File: src/rtl/ad_cfg_sequencer_if.sv
`default_nettype none
// ============================================================================
// ad_cfg_sequencer_if : ROM fetch and SPI register-engine bus of the sequencer
// Rev 1.0
// ============================================================================
interface ad_cfg_sequencer_if #(
  parameter int IDX_W = 4
);
  logic [IDX_W-1:0] Tbl_Addr;
  logic [21:0]      Tbl_Data;
  logic             New_Word;
  logic [12:0]      Addr;
  logic [7:0]       Data;
  logic             RW;
  logic             Over;
  logic [7:0]       q;

  modport master (
    output Tbl_Addr, New_Word, Addr, Data, RW,
    input  Tbl_Data, Over, q
  );

  modport slave (
    input  Tbl_Addr, New_Word, Addr, Data, RW,
    output Tbl_Data, Over, q
  );
endinterface
`default_nettype wire

File: src/rtl/ad_cfg_sequencer.sv
`default_nettype none
// ============================================================================
// ad_cfg_sequencer : walks an ADC register table and drives the 3-wire SPI engine
// Rev 1.0
// ============================================================================
module ad_cfg_sequencer #(
  parameter int N_ENTRIES = 16,
  parameter int IDX_W     = 4,
  parameter int NW_CYCLES = 2,
  parameter int TIMEOUT   = 64,
  parameter int GAP       = 4
) (
  input  logic               CLK,
  input  logic               RST_n,
  input  logic               Start,
  ad_cfg_sequencer_if.master bus,
  output logic               Busy,
  output logic               Done,
  output logic               Err_Timeout,
  output logic               Mismatch,
  output logic [IDX_W-1:0]   Err_Index,
  output logic [7:0]         Rd_Data
);

  localparam int CNT_W = $clog2(TIMEOUT + NW_CYCLES + GAP + 1);
  localparam logic [CNT_W-1:0] NW_LAST  = CNT_W'(NW_CYCLES - 1);
  localparam logic [CNT_W-1:0] TMO_LAST = CNT_W'(TIMEOUT - 1);
  localparam logic [CNT_W-1:0] GAP_LAST = CNT_W'((GAP > 0) ? GAP - 1 : 0);
  localparam logic [IDX_W-1:0] LAST_IDX = IDX_W'(N_ENTRIES - 1);

  typedef enum logic [2:0] {
    S_IDLE      = 3'd0,
    S_FETCH     = 3'd1,
    S_WAIT_ROM  = 3'd2,
    S_ISSUE     = 3'd3,
    S_WAIT_OVER = 3'd4,
    S_CHECK     = 3'd5,
    S_GAP       = 3'd6,
    S_DONE      = 3'd7
  } state_t;

  state_t           state_q, state_d;
  logic [IDX_W-1:0] idx_q, idx_d;
  logic [CNT_W-1:0] cnt_q, cnt_d;
  logic             nw_q, nw_d;
  logic [12:0]      addr_q, addr_d;
  logic [7:0]       data_q, data_d;
  logic             rw_q, rw_d;
  logic             busy_q, busy_d;
  logic             done_q, done_d;
  logic             tmo_q, tmo_d;
  logic             mis_q, mis_d;
  logic [IDX_W-1:0] eidx_q, eidx_d;
  logic [7:0]       rd_q, rd_d;
  logic             err_seen;

  always_ff @(posedge CLK or negedge RST_n) begin
    if (!RST_n) begin
      state_q <= S_IDLE;
      idx_q   <= '0;
      cnt_q   <= '0;
      nw_q    <= 1'b0;
      addr_q  <= '0;
      data_q  <= '0;
      rw_q    <= 1'b0;
      busy_q  <= 1'b0;
      done_q  <= 1'b0;
      tmo_q   <= 1'b0;
      mis_q   <= 1'b0;
      eidx_q  <= '0;
      rd_q    <= '0;
    end else begin
      state_q <= state_d;
      idx_q   <= idx_d;
      cnt_q   <= cnt_d;
      nw_q    <= nw_d;
      addr_q  <= addr_d;
      data_q  <= data_d;
      rw_q    <= rw_d;
      busy_q  <= busy_d;
      done_q  <= done_d;
      tmo_q   <= tmo_d;
      mis_q   <= mis_d;
      eidx_q  <= eidx_d;
      rd_q    <= rd_d;
    end
  end

  always_comb begin
    state_d  = state_q;
    idx_d    = idx_q;
    cnt_d    = cnt_q;
    nw_d     = nw_q;
    addr_d   = addr_q;
    data_d   = data_q;
    rw_d     = rw_q;
    busy_d   = busy_q;
    done_d   = 1'b0;
    tmo_d    = tmo_q;
    mis_d    = mis_q;
    eidx_d   = eidx_q;
    rd_d     = rd_q;
    err_seen = tmo_q | mis_q;

    case (state_q)
      S_IDLE: begin
        if (Start) begin
          tmo_d   = 1'b0;
          mis_d   = 1'b0;
          eidx_d  = '0;
          idx_d   = '0;
          busy_d  = 1'b1;
          state_d = S_FETCH;
        end
      end
      S_FETCH: state_d = S_WAIT_ROM;
      S_WAIT_ROM: begin
        {rw_d, addr_d, data_d} = bus.Tbl_Data;
        nw_d    = 1'b1;
        cnt_d   = '0;
        state_d = S_ISSUE;
      end
      S_ISSUE: begin
        if (cnt_q == NW_LAST) begin
          nw_d    = 1'b0;
          cnt_d   = '0;
          state_d = S_WAIT_OVER;
        end else begin
          cnt_d = cnt_q + 1'b1;
        end
      end
      S_WAIT_OVER: begin
        // First cycle skipped: Over may still be high from the previous word.
        if (cnt_q != '0 && bus.Over) begin
          if (rw_q) rd_d = bus.q;
          state_d = S_CHECK;
        end else if (cnt_q == TMO_LAST) begin
          tmo_d   = 1'b1;
          if (!err_seen) eidx_d = idx_q;
          busy_d  = 1'b0;
          done_d  = 1'b1;
          state_d = S_DONE;
        end else begin
          cnt_d = cnt_q + 1'b1;
        end
      end
      S_CHECK: begin
        if (rw_q && (rd_q != data_q)) begin
          mis_d = 1'b1;
          if (!err_seen) eidx_d = idx_q;
        end
        if (idx_q == LAST_IDX) begin
          busy_d  = 1'b0;
          done_d  = 1'b1;
          state_d = S_DONE;
        end else begin
          idx_d = idx_q + 1'b1;
          cnt_d = '0;
          if (GAP == 0) state_d = S_FETCH;
          else          state_d = S_GAP;
        end
      end
      S_GAP: begin
        if (cnt_q == GAP_LAST) state_d = S_FETCH;
        else                   cnt_d   = cnt_q + 1'b1;
      end
      S_DONE:  state_d = S_IDLE;
      default: state_d = S_IDLE;
    endcase
  end

  assign bus.Tbl_Addr = idx_q;
  assign bus.New_Word = nw_q;
  assign bus.Addr     = addr_q;
  assign bus.Data     = data_q;
  assign bus.RW       = rw_q;
  assign Busy         = busy_q;
  assign Done         = done_q;
  assign Err_Timeout  = tmo_q;
  assign Mismatch     = mis_q;
  assign Err_Index    = eidx_q;
  assign Rd_Data      = rd_q;

endmodule
`default_nettype wire

File: src/flat_wrapper.sv
// flat-port wrapper written by rule: the top's interface ports become plain ports
module ad_cfg_sequencer_flat 
#(
  parameter int N_ENTRIES = 16,
  parameter int IDX_W     = 4,
  parameter int NW_CYCLES = 2,
  parameter int TIMEOUT   = 64,
  parameter int GAP       = 4
)
  (CLK, RST_n, Start, Busy, Done, Err_Timeout, Mismatch, Err_Index, Rd_Data, bus_Tbl_Addr, bus_New_Word, bus_Addr, bus_Data, bus_RW, bus_Tbl_Data, bus_Over, bus_q);
  ad_cfg_sequencer_if #(.IDX_W(IDX_W)) bus_i ();
  input  logic CLK;
  input  logic RST_n;
  input  logic Start;
  output logic Busy;
  output logic Done;
  output logic Err_Timeout;
  output logic Mismatch;
  output logic [IDX_W-1:0] Err_Index;
  output logic [7:0] Rd_Data;
  output wire logic [$bits(bus_i.Tbl_Addr)-1:0] bus_Tbl_Addr;
  output wire logic [$bits(bus_i.New_Word)-1:0] bus_New_Word;
  output wire logic [$bits(bus_i.Addr)-1:0] bus_Addr;
  output wire logic [$bits(bus_i.Data)-1:0] bus_Data;
  output wire logic [$bits(bus_i.RW)-1:0] bus_RW;
  input wire logic [$bits(bus_i.Tbl_Data)-1:0] bus_Tbl_Data;
  input wire logic [$bits(bus_i.Over)-1:0] bus_Over;
  input wire logic [$bits(bus_i.q)-1:0] bus_q;
  assign bus_Tbl_Addr = bus_i.Tbl_Addr;
  assign bus_New_Word = bus_i.New_Word;
  assign bus_Addr = bus_i.Addr;
  assign bus_Data = bus_i.Data;
  assign bus_RW = bus_i.RW;
  assign bus_i.Tbl_Data = bus_Tbl_Data;
  assign bus_i.Over = bus_Over;
  assign bus_i.q = bus_q;
  ad_cfg_sequencer #(.N_ENTRIES(N_ENTRIES), .IDX_W(IDX_W), .NW_CYCLES(NW_CYCLES), .TIMEOUT(TIMEOUT), .GAP(GAP)) u_core (.CLK(CLK), .RST_n(RST_n), .Start(Start), .bus(bus_i), .Busy(Busy), .Done(Done), .Err_Timeout(Err_Timeout), .Mismatch(Mismatch), .Err_Index(Err_Index), .Rd_Data(Rd_Data));
endmodule
File: config.mk
export PLATFORM = sky130hd
export DESIGN_NAME = ad_cfg_sequencer_flat
export DESIGN_NICKNAME = d
export VERILOG_FILES = /design/src/rtl/ad_cfg_sequencer_if.sv /design/src/rtl/ad_cfg_sequencer.sv /design/src/flat_wrapper.sv
export SDC_FILE = /design/constraint.sdc
export NUM_CORES = 1
export LEC_CHECK = 0
export BUFFER_PORTS_ARGS = -buffer_cell sky130_fd_sc_hd__buf_2
export CAP_MARGIN = 5
export CELL_PAD_IN_SITES_DETAIL_PLACEMENT = 2
export CELL_PAD_IN_SITES_GLOBAL_PLACEMENT = 2
export CORE_MARGIN = 3
export CORE_UTILIZATION = 32
export CTS_CLUSTER_DIAMETER = 30
export DETAILED_ROUTE_END_ITERATION = 12
export PLACE_DENSITY_LB_ADDON = 0.1
export REMOVE_ABC_BUFFERS = 1
export SKIP_LAST_GASP = 1
export SYNTH_ARGS = -nofsm -noshare
export SYNTH_HDL_FRONTEND = slang
export SYNTH_SLANG_ARGS = --single-unit
File: constraint.sdc
create_clock -name CLK -period 2.9 [get_ports CLK]
set_input_delay 0.29 -clock CLK [delete_from_list [all_inputs] [get_ports CLK]]
set_output_delay 0.29 -clock CLK [all_outputs]
set_load 0.02 [all_outputs]
# [After elaboration in Yosys (flattened, before gate mapping)]
# Index checks and enable logic that the tools add are counted.
[classes] div_mod_pow=0 add_sub_neg=2 shift=0 bitwise=1 muxes=38 order_cmp=0 n_mul=0 n_eq_ne=23 reduce_logical=18
[ops] operator="7-bit 2-to-1 mux" n=5
[ops] operator="7-bit one-hot mux with 5 select lines" n=1
[ops] operator="4-bit 2-to-1 mux" n=6
[ops] operator="3-bit one-hot mux with 8 select lines" n=1
[ops] operator="3-bit 2-to-1 mux" n=5
[ops] operator="5-bit AND reduction" n=3
[ops] operator="1-bit 2-to-1 mux" n=13
[ops] operator="3-bit == test (second input constant)" n=4
[ops] operator="4-bit one-hot mux with 3 select lines" n=1
[ops] operator="2-bit by 1-bit != test with 1-bit output (second input constant)" n=5
[ops] operator="2-bit != test (second input constant)" n=5
[ops] operator="3-bit AND reduction" n=3
[ops] operator="8-bit != test" n=1
[ops] operator="1-bit one-hot mux with 2 select lines" n=4
[ops] operator="4-bit one-hot mux with 2 select lines" n=1
[ops] operator="4-bit AND reduction" n=2
[ops] operator="7-bit by 1-bit adder with 7-bit output (second input constant)" n=1
[ops] operator="7-bit by 1-bit == test with 1-bit output (second input constant)" n=1
[ops] operator="7-bit by 2-bit == test with 1-bit output (second input constant)" n=1
[ops] operator="7-bit by 6-bit == test with 1-bit output (second input constant)" n=1
[ops] operator="7-bit nonzero test" n=1
[ops] operator="3-bit by 2-bit == test with 1-bit output (second input constant)" n=2
[ops] operator="2-bit nonzero test" n=3
[ops] operator="5-bit nonzero test" n=1
[ops] operator="10 further kinds" n=11
[word_totals] register_bits=53 mem_bits_ro=0 output_inout_bits=43 in_bits=34 ramBits=0 mem_count=0 latch_bits=0

# [Longest topological paths before layout]
[logic_depth] word_depth=5 ltp_mapped=8 depth_no_buf=7

# [Worst setup path before layout]
# Ideal clock, no wire load.
[synth_path] path_kind="register to register" from="register u_core.cnt_q[3]" to="register u_core.eidx_q[0] (netlist: u_core.Err_Index[0])" t_required_ps=2821 stages_incl_launch_ff=7 path_slack_ps=851 setup_time_ps=79 t_arrival_ps=1970 path_cell_list="dfrtp_1 or4_4 o31a_4 o21a_1 and4b_1 buf_6 mux2i_1"
[synth_between] elab_chain_len=4 word_cells_on_any_way=6 cone_classes="eq/ne (3); reduce/logical (3)"
[synth_rtl] item="start: declaration" line="ad_cfg_sequencer.sv:44" source="logic [CNT_W-1:0] cnt_q, cnt_d;"
[synth_rtl] item="start signal: assignment" line="ad_cfg_sequencer.sv:75" source="cnt_q <= cnt_d;"
[synth_rtl] item="7-bit nonzero test" line="ad_cfg_sequencer.sv:134" source="if (cnt_q != '0 && bus.Over) begin"
[synth_rtl] item="1-bit logical AND" line="ad_cfg_sequencer.sv:134"
[synth_rtl] item="2-bit != test (no source line)"
[synth_rtl] item="5-bit AND reduction (no source line) *"
[synth_rtl] item="end signal: assignment" line="ad_cfg_sequencer.sv:84" source="eidx_q <= eidx_d;"
[synth_rtl] item="end: declaration" line="ad_cfg_sequencer.sv:53" source="logic [IDX_W-1:0] eidx_q, eidx_d;"
# Every way passes the cells marked *; elsewhere a longest branch is shown, timed or not.
# A chain may end at the register's enable or synchronous reset.

# [Worst setup path in the final report]
[layout_path] from="register u_core.cnt_q[0]" to="register u_core.eidx_q[2] (netlist: u_core.Err_Index[2])"
# The elaborated chain is that of the path after synthesis.

==> summary.md <==
| Metric | Value |
|---|---|
| Status | complete, no violations |
| Final Non-Filler Cells | 398 |
| Leak | 1.47 nW |
| Nets | between 300 and 400 |
| Vias in the first global route | 2227 |
| Starting density of the core | between 30% and 40% |
| Routed Antenna Nets | 0 |
| CP max-delay cell | or3_1 |
| DPL Wire Length | between 5000 and 6000 um |
| Crit path required time | between 3 and 4 ns |
| Synth warn | 0 |
| Final setup viols | 0 |
| WL per Instance | between 15 and 20 um |
| Vias | between 1.5k and 2k |
| Worst skew pair latency | around 0.31 ns |
| Post-Synthesis Cells | between 200 and 250 |
| Post-cts sizing count | 0 |
| Critical path class | flip-flop to flip-flop |
| Max_slew headroom | between 50% and 60% |
| # Max-Cap Violations | 0 |
| EDFF count, synth | 0 |
| Gr ovfl total | 0 |
| Root buffer cell | clkbuf_8 |
| Starting DRT DRC Count | 33 |
| PD cells | roughly 1100 mW/mm^2 |
| Slew @ Worst Pin | approximately 0.68 ns |
| Synth Register Bits | 53 |
| Synth area leader | dfrtp_1 |
| Setup TNS | 0 ns |
| Antenna cells | 0 |
| Pre-Repair DR Iteration Count | 4 |
| Die W | between 90 and 100 um |
| Cell Chain, Critical Path | ha_1 -> nand3_1 -> or3_1 -> o21a_1 -> and4b_1 -> mux2i_1 |
| TritonCTS clock tree | built |
| Post-synth ARST share | 100% |
| Syn_area_per_cell | roughly 12 um^2 |
| Total design power | between 3 and 4 mW |
| Std-Cell Rows | 31 |
| Largest net degree at the start of global routing | 54 |
| Drt drc | 0 |
| All-Layer GR Usage | between 10% and 20% |
| Min-delay worst type | input pin to asynchronous set/reset pin |
| Critical Path Source Type | flip-flop |
| IO Count | 77 |
| Critical Path Max Stage Delay | 0.47 ns |
| Layout Skew | between 0.007 and 0.008 ns |
| CP Buf/Inv Count | 0 |
| CTS buffer count | 5 |
| Sink Count | 53 |
| Worst-path maximum fanout | 6 |
| Fin crit share | 79.5% |
| CTS H-tree lvls | 2 |
| Sequential-to-total area share from yosys stat | between 50% and 60% |
| Die area | roughly 0.009 mm^2 |
| GPL Wtd Cong | about 0.73 |
| Clk slew on worst S/H paths | ~0.10 ns |
| Endpoint class of the critical path | flip-flop |
| First-pass GRT wire length | 11700 um |
| Critical Path AT | between 2 and 3 ns |
| Critical path's top delay family | simple AND/OR/NAND/NOR gates |
| Min cycle time layout | ~2.3 ns |
| Clock buffer depth | 2 |
| Drt total wl | about 7000 um |
| Area contributors post-synth | dfrtp_1 (53%), mux2_2 (13%), xor2_1 (2.8%) |
| RSZ-0062 raised after global routing | false |
| Max-slew violations | 0 |
| Vert. Die Dim | 94.7 um |
| Dominant synthesized flop cell | dfrtp_1 |
| Initial antenna violation count | 0 |
| Post-synthesis cell area | roughly 0.0025 mm^2 |
| Core box area | roughly 0.0074 mm^2 |
| Final-report hold violation count | 0 |
| Proportion of layout cells with a drive suffix above 1 | 42.1% |
| Placed Instances | a little under 400 |
| # hold bufs at CTS | 0 |
| Area grow syn2layout | 24.1% |
| Worst VDD drop | slightly above 0.4 mV |
| I/O Buffers | between 70 and 80 |
| Yosys top cell area share | between 50% and 60% |
| Achievable Freq | 434 MHz |
| Distinct cell type count of the synthesized netlist | 46 |
| Postcts setup bufs | 0 |
| Vias/cell | roughly 5.0 |
==> worst register-to-register path, cell delays in order, from the launching register on <==
cell and delay, ns:
dfrtp_1 0.42, ha_1 0.27, nand3_1 0.24, or3_1 0.47, o21a_1 0.20, and4b_1 0.40
mux2i_1 0.23
==> final timing paths <==
path,from,to,cells past startpoint,slack [ns]
worst max-delay path,u_core.cnt_q[0]$_DFFE_PN0P_,u_core.Err_Index[2]$_DFFE_PN0P_,6,0.60
worst min-delay path,RST_n,u_core.bus.Tbl_Addr[3]$_DFFE_PN0P_,2,0.08
worst max register to register,u_core.cnt_q[0]$_DFFE_PN0P_,u_core.Err_Index[2]$_DFFE_PN0P_,6,0.60
worst min register to register,u_core.bus.New_Word$_DFFE_PN0P_,u_core.bus.New_Word$_DFFE_PN0P_,1,0.49
max in group asynchronous,RST_n,u_core.cnt_q[2]$_DFFE_PN0P_,2,2.33
min in group CLK,bus_Tbl_Data[10],u_core.bus.Addr[2]$_DFFE_PN0P_,2,0.20
==> power breakdown <==
group | internal [mW] | switching, mW | total (mW)
sequential | 1.05 | 0.280 | 1.33
clock | 0.197 | 0.266 | 0.463
combinational | 0.684 | 0.954 | 1.64
==> registers in the layout, indices dropped and copies added, names as in the netlist, 3 cells and up <==
register / cells
u_core.bus.Addr: 13
u_core.Rd_Data: 8
u_core.bus.Data: 8
u_core.cnt_q: 7
u_core.Err_Index: 4
u_core.bus.Tbl_Addr: 4
u_core.state_q: 3
==> synthesized netlist by cell type, types with 2 or more instances <==
library cell and number:
mux2i_1 4, or3_1 3, o31ai_1 2, inv_1 12
ha_1 4, o211ai_1 5, nor3b_1 2, a21oi_1 6
o2bb2ai_1 5, and3_1 2, nand2_1 16, nor3_1 4
dfrtp_1 53, mux2_2 30, nand3_1 8, buf_2 2
nor2_1 6, nand2b_1 5, o21ai_0 8, clkbuf_1 4
nor4_1 4, xor2_1 8
==> kinds of logic after synthesis <==
kind of cell	synth area share, %
compound gates	11.1
xor+xnor	2.78
fa+ha+maj	1.99
buf+inv	3.23
flops	52.7
mux	15.0
simple gates	13.2
==> per-layer routing <==
layer	wire [um]	track usage (%)	vias up
met5	0	0	-
met2	3480	27.5	48
met4	45	4.33	0
li1	-	-	943
met1	3070	22.3	987
met3	439	5.18	4
==> layout by cell type, fill, tap and decap left out, drive strengths merged, types with 2 or more instances in the layout <==
| cell type | instances |
|---|---|
| and3 | 2 |
| nor4 | 4 |
| o31a | 2 |
| a21oi | 6 |
| inv | 13 |
| nor3 | 4 |
| nand2 | 17 |
| or3 | 3 |
| dfrtp | 53 |
| xor2 | 8 |
| nor3b | 3 |
| nand3 | 9 |
| buf | 81 |
| clkbuf | 6 |
| o31ai | 2 |
| o211ai | 5 |
| mux2i | 4 |
| ha | 4 |
| nand2b | 5 |
| mux2 | 30 |
| o21ai | 9 |
| o2bb2ai | 5 |
| nor2 | 6 |
==> layout make-up <==
| type | instances | area (um^2) |
|---|---|---|
| clock buffers | 6 | 82.6 |
| clock inverters | 2 | 16.3 |
| fillers | 848 | 4320 |
| inverters | 12 | 45.0 |
| multi-input cells | 145 | 1110 |
| flip-flops and latches | 53 | 1330 |
| well taps | 99 | 124 |
| repair buffers | 81 | 418 |
==> through the flow <==
step / hold slack, ns / area, um^2 / utilization [%] / setup WS [ns]
2_1_floorplan: -0.00559 / 2480 / - / 0.705
3_3_place_gp: 0.459 / 3020 / 40.6 / 0.728
3_5_place_dp: 0.464 / 3020 / 40.6 / 0.610
4_1_cts: 0.125 / 3120 / 41.9 / 0.577
5_1_grt: 0.144 / 3120 / 41.9 / 0.360
6_report: 0.0838 / 3120 / 41.9 / 0.596
Power figures use the tool's default switching activity.
